File: src/rtl/vga_layer_pkg.sv
// Shared types and constants for the VGA overlay layer scheduler.
package vga_layer_pkg;

  localparam int RGB_W      = 12;
  localparam int ICON_WORDS = 2500;

  typedef enum logic [2:0] {
    LAYER_NONE,
    LAYER_BG,
    LAYER_IMG,
    LAYER_KEY_W,
    LAYER_KEY_A,
    LAYER_KEY_S,
    LAYER_KEY_D
  } layer_e;

endpackage

File: src/rtl/vga_layer_sched_if.sv
// Pixel-timing inputs, ROM address/data pair and pixel output of the layer scheduler.
interface vga_layer_sched_if;
  import vga_layer_pkg::*;

  logic              frame_start;
  logic              valid;
  logic [9:0]        h_cnt;
  logic [9:0]        v_cnt;
  logic [3:0]        key_req;
  logic [14:0]       img_addr;
  logic [RGB_W-1:0]  img_data;
  logic [14:0]       spr_addr;
  logic [RGB_W-1:0]  spr_data;
  logic [RGB_W-1:0]  pixel;
  logic              pixel_valid;

  modport slave (
    input  frame_start, valid, h_cnt, v_cnt, key_req, img_data, spr_data,
    output img_addr, spr_addr, pixel, pixel_valid
  );

  modport master (
    output frame_start, valid, h_cnt, v_cnt, key_req, img_data, spr_data,
    input  img_addr, spr_addr, pixel, pixel_valid
  );

endinterface

File: src/rtl/vga_win_hit.sv
// Rectangle hit test with inclusive start / exclusive end, plus offsets from the corner.
// Latency: combinational. Backpressure: none.
// Offsets are modulo-1024 and only meaningful when hit is set.
module vga_win_hit #(
  parameter int unsigned HS = 0,
  parameter int unsigned HE = 1,
  parameter int unsigned VS = 0,
  parameter int unsigned VE = 1
) (
  input  logic [9:0] h,
  input  logic [9:0] v,
  output logic       hit,
  output logic [9:0] dx,
  output logic [9:0] dy
);

  localparam logic [9:0] HS_L = 10'(HS);
  localparam logic [9:0] HE_L = 10'(HE);
  localparam logic [9:0] VS_L = 10'(VS);
  localparam logic [9:0] VE_L = 10'(VE);

  assign hit = (h >= HS_L) && (h < HE_L) && (v >= VS_L) && (v < VE_L);
  assign dx  = h - HS_L;
  assign dy  = v - VS_L;

endmodule

File: src/rtl/vga_layer_sched.sv
// Per-pixel layer pick (WASD keys > image > background), ROM addressing, final RGB444 pixel.
// Latency: 3 clk from h_cnt/v_cnt/valid to pixel. Backpressure: none, runs every cycle.
// VGA_KEY_BLINK_EN: pressed icons blink, alternating every BLINK_FRAMES frames.
module vga_layer_sched
  import vga_layer_pkg::*;
#(
  parameter int unsigned      IMG_HS   = 60,
  parameter int unsigned      IMG_HE   = 240,
  parameter int unsigned      IMG_VS   = 60,
  parameter int unsigned      IMG_VE   = 220,
  parameter int unsigned      KEY_SZ   = 50,
  parameter int unsigned      W_H      = 150,
  parameter int unsigned      W_V      = 280,
  parameter int unsigned      A_H      = 100,
  parameter int unsigned      A_V      = 330,
  parameter int unsigned      S_H      = 150,
  parameter int unsigned      S_V      = 330,
  parameter int unsigned      D_H      = 200,
  parameter int unsigned      D_V      = 330,
`ifdef VGA_KEY_BLINK_EN
  parameter int unsigned      BLINK_FRAMES = 15,
`endif
  parameter logic [RGB_W-1:0] BG_COLOR = 12'hfd1
) (
  input logic               clk,
  input logic               rst_n,
  vga_layer_sched_if.slave  bus
);

  logic       img_hit;
  logic [9:0] img_dx, img_dy;
  logic [3:0] key_hit;
  logic [9:0] key_dx [4];
  logic [9:0] key_dy [4];

  vga_win_hit #(.HS(IMG_HS), .HE(IMG_HE), .VS(IMG_VS), .VE(IMG_VE)) u_hit_img (
    .h(bus.h_cnt), .v(bus.v_cnt), .hit(img_hit), .dx(img_dx), .dy(img_dy));
  vga_win_hit #(.HS(W_H), .HE(W_H + KEY_SZ), .VS(W_V), .VE(W_V + KEY_SZ)) u_hit_w (
    .h(bus.h_cnt), .v(bus.v_cnt), .hit(key_hit[0]), .dx(key_dx[0]), .dy(key_dy[0]));
  vga_win_hit #(.HS(A_H), .HE(A_H + KEY_SZ), .VS(A_V), .VE(A_V + KEY_SZ)) u_hit_a (
    .h(bus.h_cnt), .v(bus.v_cnt), .hit(key_hit[1]), .dx(key_dx[1]), .dy(key_dy[1]));
  vga_win_hit #(.HS(S_H), .HE(S_H + KEY_SZ), .VS(S_V), .VE(S_V + KEY_SZ)) u_hit_s (
    .h(bus.h_cnt), .v(bus.v_cnt), .hit(key_hit[2]), .dx(key_dx[2]), .dy(key_dy[2]));
  vga_win_hit #(.HS(D_H), .HE(D_H + KEY_SZ), .VS(D_V), .VE(D_V + KEY_SZ)) u_hit_d (
    .h(bus.h_cnt), .v(bus.v_cnt), .hit(key_hit[3]), .dx(key_dx[3]), .dy(key_dy[3]));

  layer_e     layer0;
  logic [9:0] dx0, dy0;
  logic [1:0] key_idx;
  logic       is_key0;

  // First matching window wins; W is tested first so it owns any overlap.
  always_comb begin
    layer0  = LAYER_NONE;
    dx0     = '0;
    dy0     = '0;
    key_idx = 2'd0;
    if (bus.valid) begin
      if (key_hit[0]) begin
        layer0 = LAYER_KEY_W; dx0 = key_dx[0]; dy0 = key_dy[0]; key_idx = 2'd0;
      end else if (key_hit[1]) begin
        layer0 = LAYER_KEY_A; dx0 = key_dx[1]; dy0 = key_dy[1]; key_idx = 2'd1;
      end else if (key_hit[2]) begin
        layer0 = LAYER_KEY_S; dx0 = key_dx[2]; dy0 = key_dy[2]; key_idx = 2'd2;
      end else if (key_hit[3]) begin
        layer0 = LAYER_KEY_D; dx0 = key_dx[3]; dy0 = key_dy[3]; key_idx = 2'd3;
      end else if (img_hit) begin
        layer0 = LAYER_IMG; dx0 = img_dx; dy0 = img_dy;
      end else begin
        layer0 = LAYER_BG;
      end
    end
  end

  assign is_key0 = (layer0 == LAYER_KEY_W) || (layer0 == LAYER_KEY_A) ||
                   (layer0 == LAYER_KEY_S) || (layer0 == LAYER_KEY_D);

  logic [3:0] key_lat;
  logic       show_pressed;

`ifdef VGA_KEY_BLINK_EN
  localparam int FC_W = (BLINK_FRAMES > 1) ? $clog2(BLINK_FRAMES) : 1;

  logic [FC_W-1:0] frame_cnt;
  logic            blink_ph;

  always_ff @(posedge clk) begin
    if (!rst_n) begin
      frame_cnt <= '0;
      blink_ph  <= 1'b0;
    end else if (bus.frame_start) begin
      if (frame_cnt == FC_W'(BLINK_FRAMES - 1)) begin
        frame_cnt <= '0;
        blink_ph  <= ~blink_ph;
      end else begin
        frame_cnt <= frame_cnt + 1'b1;
      end
    end
  end

  assign show_pressed = key_lat[key_idx] & ~blink_ph;
`else
  assign show_pressed = key_lat[key_idx];
`endif

  logic [2:0]  icon;
  logic [14:0] img_addr_nxt;
  logic [14:0] spr_addr_nxt;

  // Products stay at 15 bits; the largest legal address (19999) fits.
  assign icon         = {show_pressed, key_idx};
  assign img_addr_nxt = 15'(dy0) * 15'(IMG_HE - IMG_HS) + 15'(dx0);
  assign spr_addr_nxt = 15'(icon) * 15'(ICON_WORDS) + 15'(dy0) * 15'(KEY_SZ) + 15'(dx0);

  layer_e tag1, tag2;

  always_ff @(posedge clk) begin
    if (!rst_n) begin
      key_lat         <= '0;
      bus.img_addr    <= '0;
      bus.spr_addr    <= '0;
      tag1            <= LAYER_NONE;
      tag2            <= LAYER_NONE;
      bus.pixel       <= '0;
      bus.pixel_valid <= 1'b0;
    end else begin
      // Keys only change at frame boundaries so an icon never tears mid-frame.
      if (bus.frame_start) key_lat <= bus.key_req;

      bus.img_addr <= (layer0 == LAYER_IMG) ? img_addr_nxt : '0;
      bus.spr_addr <= is_key0 ? spr_addr_nxt : '0;
      tag1         <= layer0;
      tag2         <= tag1;

      case (tag2)
        LAYER_KEY_W, LAYER_KEY_A,
        LAYER_KEY_S, LAYER_KEY_D: bus.pixel <= bus.spr_data;
        LAYER_IMG:                bus.pixel <= bus.img_data;
        LAYER_BG:                 bus.pixel <= BG_COLOR;
        default:                  bus.pixel <= '0;
      endcase
      bus.pixel_valid <= (tag2 != LAYER_NONE);
    end
  end

endmodule

File: src/flat_wrapper.sv
// flat-port wrapper written by rule: the top's interface ports become plain ports
module vga_layer_sched_flat import vga_layer_pkg::*;
#(
  parameter int unsigned      IMG_HS   = 60,
  parameter int unsigned      IMG_HE   = 240,
  parameter int unsigned      IMG_VS   = 60,
  parameter int unsigned      IMG_VE   = 220,
  parameter int unsigned      KEY_SZ   = 50,
  parameter int unsigned      W_H      = 150,
  parameter int unsigned      W_V      = 280,
  parameter int unsigned      A_H      = 100,
  parameter int unsigned      A_V      = 330,
  parameter int unsigned      S_H      = 150,
  parameter int unsigned      S_V      = 330,
  parameter int unsigned      D_H      = 200,
  parameter int unsigned      D_V      = 330,

  parameter logic [RGB_W-1:0] BG_COLOR = 12'hfd1
)
  (clk, rst_n, bus_frame_start, bus_valid, bus_h_cnt, bus_v_cnt, bus_key_req, bus_img_data, bus_spr_data, bus_img_addr, bus_spr_addr, bus_pixel, bus_pixel_valid);
  vga_layer_sched_if bus_i ();
  input logic clk;
  input logic rst_n;
  input wire logic [$bits(bus_i.frame_start)-1:0] bus_frame_start;
  input wire logic [$bits(bus_i.valid)-1:0] bus_valid;
  input wire logic [$bits(bus_i.h_cnt)-1:0] bus_h_cnt;
  input wire logic [$bits(bus_i.v_cnt)-1:0] bus_v_cnt;
  input wire logic [$bits(bus_i.key_req)-1:0] bus_key_req;
  input wire logic [$bits(bus_i.img_data)-1:0] bus_img_data;
  input wire logic [$bits(bus_i.spr_data)-1:0] bus_spr_data;
  output wire logic [$bits(bus_i.img_addr)-1:0] bus_img_addr;
  output wire logic [$bits(bus_i.spr_addr)-1:0] bus_spr_addr;
  output wire logic [$bits(bus_i.pixel)-1:0] bus_pixel;
  output wire logic [$bits(bus_i.pixel_valid)-1:0] bus_pixel_valid;
  assign bus_i.frame_start = bus_frame_start;
  assign bus_i.valid = bus_valid;
  assign bus_i.h_cnt = bus_h_cnt;
  assign bus_i.v_cnt = bus_v_cnt;
  assign bus_i.key_req = bus_key_req;
  assign bus_i.img_data = bus_img_data;
  assign bus_i.spr_data = bus_spr_data;
  assign bus_img_addr = bus_i.img_addr;
  assign bus_spr_addr = bus_i.spr_addr;
  assign bus_pixel = bus_i.pixel;
  assign bus_pixel_valid = bus_i.pixel_valid;
  vga_layer_sched #(.IMG_HS(IMG_HS), .IMG_HE(IMG_HE), .IMG_VS(IMG_VS), .IMG_VE(IMG_VE), .KEY_SZ(KEY_SZ), .W_H(W_H), .W_V(W_V), .A_H(A_H), .A_V(A_V), .S_H(S_H), .S_V(S_V), .D_H(D_H), .D_V(D_V), .BG_COLOR(BG_COLOR)) u_core (.clk(clk), .rst_n(rst_n), .bus(bus_i));
endmodule
File: config.mk
export PLATFORM = sky130hd
export DESIGN_NAME = vga_layer_sched_flat
export DESIGN_NICKNAME = d
export VERILOG_FILES = /design/src/rtl/vga_layer_pkg.sv /design/src/rtl/vga_layer_sched_if.sv /design/src/rtl/vga_win_hit.sv /design/src/rtl/vga_layer_sched.sv /design/src/flat_wrapper.sv
export SDC_FILE = /design/constraint.sdc
export NUM_CORES = 1
export LEC_CHECK = 0
export ABC_AREA = 0
export ABC_CLOCK_PERIOD_IN_PS = 9350
export CORE_ASPECT_RATIO = 1.1
export CORE_MARGIN = 10
export CORE_UTILIZATION = 56
export DETAILED_ROUTE_END_ITERATION = 10
export PLACE_DENSITY_LB_ADDON = 0.3
export SLEW_MARGIN = 20
export SYNTH_ARGS = -nofsm -noshare
export SYNTH_HDL_FRONTEND = slang
export SYNTH_SLANG_ARGS = --single-unit
File: constraint.sdc
create_clock -name clk -period 9.35 [get_ports clk]
set_clock_uncertainty 0.05 [all_clocks]
set_input_delay 1.87 -clock clk [delete_from_list [all_inputs] [get_ports clk]]
set_output_delay 1.87 -clock clk [all_outputs]
set_load 0.01 [all_outputs]
Word-level counts from Yosys, hierarchy flattened
Cells that the tools add are included.
{"block": "word_totals", "register_bits": 53, "input_bits": 52}
{"block": "classes", "magnitude_cmp": 15, "eq_ne": 11, "n_mux": 26, "addsub": 10, "n_mul": 3, "n_reduce_logical": 21}
{"operator": "$mux 10", "count": 12}
{"operator": "$lt 10x8->1 const B", "count": 5}
{"operator": "$pmux 12 s3", "count": 1}
{"operator": "$add 15x10->15", "count": 2}
{"operator": "$ge 10x6->1 const B", "count": 2}
{"operator": "$ge 10x8->1 const B", "count": 2}
{"operator": "$ge 10x9->1 const B", "count": 2}
{"operator": "$lt 10x9->1 const B", "count": 2}
{"operator": "$sub 10x6->10 const B", "count": 2}
{"operator": "$sub 10x8->10 const B", "count": 2}
{"operator": "$sub 10x9->10 const B", "count": 2}
{"operator": "$eq 3x3->1 const B", "count": 6}
{"operator": "$add 15x15->15", "count": 1}
{"operator": "$mux 3", "count": 5}
{"operator": "$logic_and 1x1->1", "count": 14}
{"operator": "$mul 10x5->14 const B", "count": 1}
{"operator": "$mul 10x6->13 const B", "count": 1}
{"operator": "$mul 3x10->13 const B", "count": 1}
{"operator": "$eq 3x2->1 const B", "count": 4}
{"operator": "$mux 2", "count": 6}
{"operator": "$ge 10x7->1 const B", "count": 1}
{"operator": "$sub 10x7->10 const B", "count": 1}
{"operator": "$reduce_and 2->1", "count": 2}
{"operator": "$reduce_or 4->1", "count": 1}
{"operator": "other kinds (6)", "count": 8}

Logic depth before layout (Yosys ltp)
{"block": "logic_depth", "word_depth": 15, "mapped_depth": 33, "ltp_nobuf": 31}

Modules after synthesis
A second synthesis with hierarchy kept.
{"block": "hier_totals", "hier_cells": 930, "hier_area_um2": 7538.5}
{"mod": "vga_layer_sched", "cells_each": 688, "area_each_um2": 5783.0, "n_inst": 1}
{"mod": "vga_win_hit (u_core.u_hit_a)", "cells_each": 54, "area_each_um2": 386.6, "n_inst": 1}
{"mod": "vga_win_hit (u_core.u_hit_d)", "cells_each": 55, "area_each_um2": 380.4, "n_inst": 1}
{"mod": "vga_win_hit (u_core.u_hit_s)", "cells_each": 51, "area_each_um2": 346.6, "n_inst": 1}
{"mod": "vga_win_hit (u_core.u_hit_img)", "cells_each": 38, "area_each_um2": 330.3, "n_inst": 1}
{"mod": "vga_win_hit (u_core.u_hit_w)", "cells_each": 44, "area_each_um2": 311.5, "n_inst": 1}

Worst setup path before layout
Ideal clock, no wire load.
{"block": "synth_path", "path_type": "input to register", "start": "input port bus_h_cnt[3]", "end": "register u_core.bus.spr_addr[13]", "arrival_time_ns": 8.064, "path_stages": 26, "required_ns": 9.172, "path_slack_ns": 1.108, "path_cell_list": "clkbuf_1 > inv_1 > ha_1 > or3b_1 > a311oi_2 > nor2_1 > a21oi_4 > a21oi_1 > a311oi_1 > ha_1 > ha_1 > fa_1 > ha_1 > nor2b_1 > o21ai_0 > a21oi_1 > nand2b_1 > fa_1 > inv_1 > ha_1 > and3_1 > a21oi_1 > o21ai_0 > o41ai_1 > xor2_1 > nor2_1"}
{"block": "synth_between", "elab_chain_cells": 15}
{"item": "start, declared", "line_no": "flat_wrapper.sv:26", "source": "input wire logic [$bits(bus_i.h_cnt)-1:0] bus_h_cnt;"}
{"item": "parallel branches: the longest is 15 deep, another holds $mul 3x10->13"}
{"item": "end signal, assigned", "line_no": "vga_layer_sched.sv:131", "source": "bus.spr_addr <= is_key0 ? spr_addr_nxt : '0;"}
{"item": "end, declared", "line_no": "vga_layer_sched_if.sv:19", "source": "output img_addr, spr_addr, pixel, pixel_valid"}
Parallel ways; which one is timed is not known. The select of a mux whose other input is x is not followed.
A chain may end at the register's enable or synchronous reset.

Final worst setup path
Same ends and word-level chain as after synthesis.

==> flow_summary.json <==
{
  "ant_nets": 0,
  "antenna_found_initial": 0,
  "grt_max_degree": 24,
  "crit_arrival_ns": 8.62,
  "root_buffer": "clkbuf_16",
  "synth.net_count": 928,
  "p_comb_frac": 0.247,
  "cellPowerDensity_nw_per_um2": 74.8,
  "cts_tree": "built",
  "r2r_start": "u_core.key_lat[1]",
  "cp.required_ns": 9.47,
  "die_y_um": 130,
  "cp_max_fo": 11,
  "ys_seq_area_frac": 0.171,
  "yosysUniqueCellTypes": 76,
  "clk_latency_ns": 0.30,
  "ctsHoldBuffers": 0,
  "yosys_warnings": 0,
  "coreArea_um2": 10900,
  "ys_ff_latch": 53,
  "grt.overflow.total": 0,
  "syn_to_final_growth_pct": 20.1,
  "drive_gt1_frac": 0.0489,
  "fp-row-count": 40,
  "drc": 0,
  "max_stage_delay_ns": 0.50,
  "finish.utilization": 0.685,
  "switchingPower_uw": 164,
  "synth_edf_count": 0,
  "yosys_most_used_dff": "dfxtp_1",
  "status": "finished clean",
  "cts_resized": 0,
  "async_reset_ff_frac": 0,
  "dp.cells": 977,
  "slew_headroom": 0.510,
  "vias_per_cell": 5.75,
  "die_area_um2": 15700,
  "critPathKind": "input pin to flip-flop",
  "cp-start-kind": "input pin",
  "cts.sinks": 53,
  "setup-violations-final": 0,
  "numCtsBuffers": 5,
  "wl_per_cell_um": 17.0,
  "final_common_cell": "ha_1",
  "maxCapViolCount": 0,
  "die_x_um": 120,
  "leakage_uw": 0.00351,
  "cts_buffer_depth": 2,
  "pwr-share-seq": 0.413,
  "ir_worst_vdd_mv": 0.0763,
  "grt_pass1_vias": 5699,
  "mostFrequentLayoutCells": "95 x ha_1, 94 x clkdlybuf4s50_1, 91 x inv_1",
  "grt_pass1_wl_mm": 28.0,
  "portBuffers": 94,
  "fin_nets": 1015,
  "hp-class": "flip-flop to flip-flop",
  "diodes": 0,
  "clkPwrFrac": 0.340,
  "dp_hpwl_mm": 14.0,
  "worst_slack_ns": 0.852,
  "rsz0062_at_grt": "no",
  "p_total_uw": 556,
  "period_share": 0.909,
  "drtIter0Drc": 310,
  "clk_pin_slew_worst_paths_ns": 0.07,
  "hold_viol": 0,
  "fill_cells": 869,
  "cp_common_cell": "ha_1",
  "track_usage": 0.216,
  "intPower_uw": 393,
  "tightest_slew_ns": 0.727,
  "post-cts-setup-buffer-count": 0,
  "syn_area_um2": 6190,
  "slew_viol_final": 0,
  "pre_cts_ws_ns": 0.615,
  "hp-start": "u_core.tag1[2]",
  "finalSetupTns_ns": 0,
  "synth_cells": 750,
  "wl_mm": 16.8,
  "avgSynthCellArea_um2": 8.26,
  "start_util": 0.570,
  "period_minus_slack_ns": 8.50,
  "htree_levels": 2,
  "endpoint_kind": "flip-flop",
  "cp-startpoint": "bus_h_cnt[3]",
  "fmax_mhz": 118,
  "pin_count": 95,
  "instances_no_fill": 985,
  "gp_congestion": 0.956,
  "slowest_stage": "fa_1",
  "firstDrtPassIters": 5,
  "vias": 5668,
  "swShare": 0.294
}
critical path, delay by kind of cell:
kind            cells  cell delay (ns)
fa+ha+maj           7             2.50
compound gates      9             1.90
simple gates        7             1.42
buf+inv             4             0.77
xor+xnor            1             0.18
final cells by class:
class	count	area, um^2	area share
clock buffers	5	125	0.0168
clock inverters	3	26.3	0.00353
inverters	93	349	0.0469
multi-input cells	577	4660	0.626
flip-flops and latches	53	1060	0.143
well taps	147	184	0.0247
repair buffers	107	1040	0.140
cell usage after synthesis, types with 3 or more instances:
library cell / instances / area share
and3_1: 5 / 0.0051
nand2_1: 43 / 0.026
o221ai_1: 3 / 0.0042
a211oi_1: 12 / 0.015
a31oi_1: 10 / 0.010
nor2_1: 64 / 0.039
clkbuf_1: 20 / 0.012
mux2i_1: 8 / 0.013
nand3_1: 18 / 0.015
nor2b_1: 13 / 0.013
a21o_1: 16 / 0.019
nand2b_1: 9 / 0.0091
nand4bb_1: 3 / 0.0055
xor2_1: 20 / 0.028
xnor2_1: 37 / 0.052
buf_2: 3 / 0.0024
o21a_1: 4 / 0.0048
ha_1: 95 / 0.19
and2_1: 12 / 0.012
a22oi_1: 6 / 0.0073
a21oi_1: 54 / 0.044
nor3_1: 12 / 0.0097
inv_1: 91 / 0.055
fa_1: 31 / 0.10
o21ai_0: 40 / 0.032
dfxtp_1: 53 / 0.17
sequential cells by signal (all words and copies together) (netlist names):
| name | count |
|---|---|
| u_core.bus.img_addr | 15 |
| u_core.bus.spr_addr | 15 |
| u_core.bus.pixel | 12 |
| u_core.key_lat | 4 |
| u_core.tag1 | 3 |
| u_core.tag2 | 3 |
| u_core.bus.pixel_valid | 1 |
metal layers:
layer | vias to the layer above | part of all wire | GRT usage
met5 | - | 0 | 0
met3 | 32 | 0.065 | 0.0290
met1 | 2645 | 0.44 | 0.273
met2 | 233 | 0.47 | 0.369
li1 | 2758 | - | -
met4 | 0 | 0.025 | 0.0817
cells by family (layout without fill, tap and decap cells):
| logic type | Yosys count | in the layout | synth area share |
|---|---|---|---|
| adder cells (fa/ha/maj) | 126 | 126 | 0.292 |
| AND/OR/NAND/NOR | 197 | 197 | 0.158 |
| flip-flops | 53 | 53 | 0.171 |
| multiplexers | 10 | 10 | 0.0166 |
| XOR/XNOR | 57 | 57 | 0.0806 |
| AO/OA/AOI/OAI | 187 | 187 | 0.205 |
| buffers and inverters | 120 | 208 | 0.0770 |
path summary, 6_finish.rpt:
path | end | slack, ns | cells after the start
hold reg to reg | u_core.tag2[2] | 0.39 | 1
setup reg to reg | u_core.bus.spr_addr[13] | 5.21 | 15
hold / removal | u_core.tag2[2] | 0.39 | 1
setup / recovery | u_core.bus.spr_addr[13] | 0.85 | 28
stage by stage:
step                      hold slack [ns]  area (um^2)
final                               0.391         7440
after global routing                0.414         7440
after CTS                           0.393         7440
after detailed placement            0.377         7290
after global placement              0.364         7290
after floorplan                     0.362         6190
power by group through the flow:
| stage | Clock (uW) | Sequential [uW] | Combinational (uW) |
|---|---|---|---|
| 2_1_floorplan | 0 | 235 | 83.9 |
| 3_3_place_gp | 0 | 235 | 134 |
| 3_5_place_dp | 0 | 235 | 135 |
| 4_1_cts | 192 | 230 | 137 |
| 5_1_grt | 201 | 230 | 152 |
| 6_report | 189 | 230 | 138 |
No activity file was read; power rests on OpenSTA's default activity.
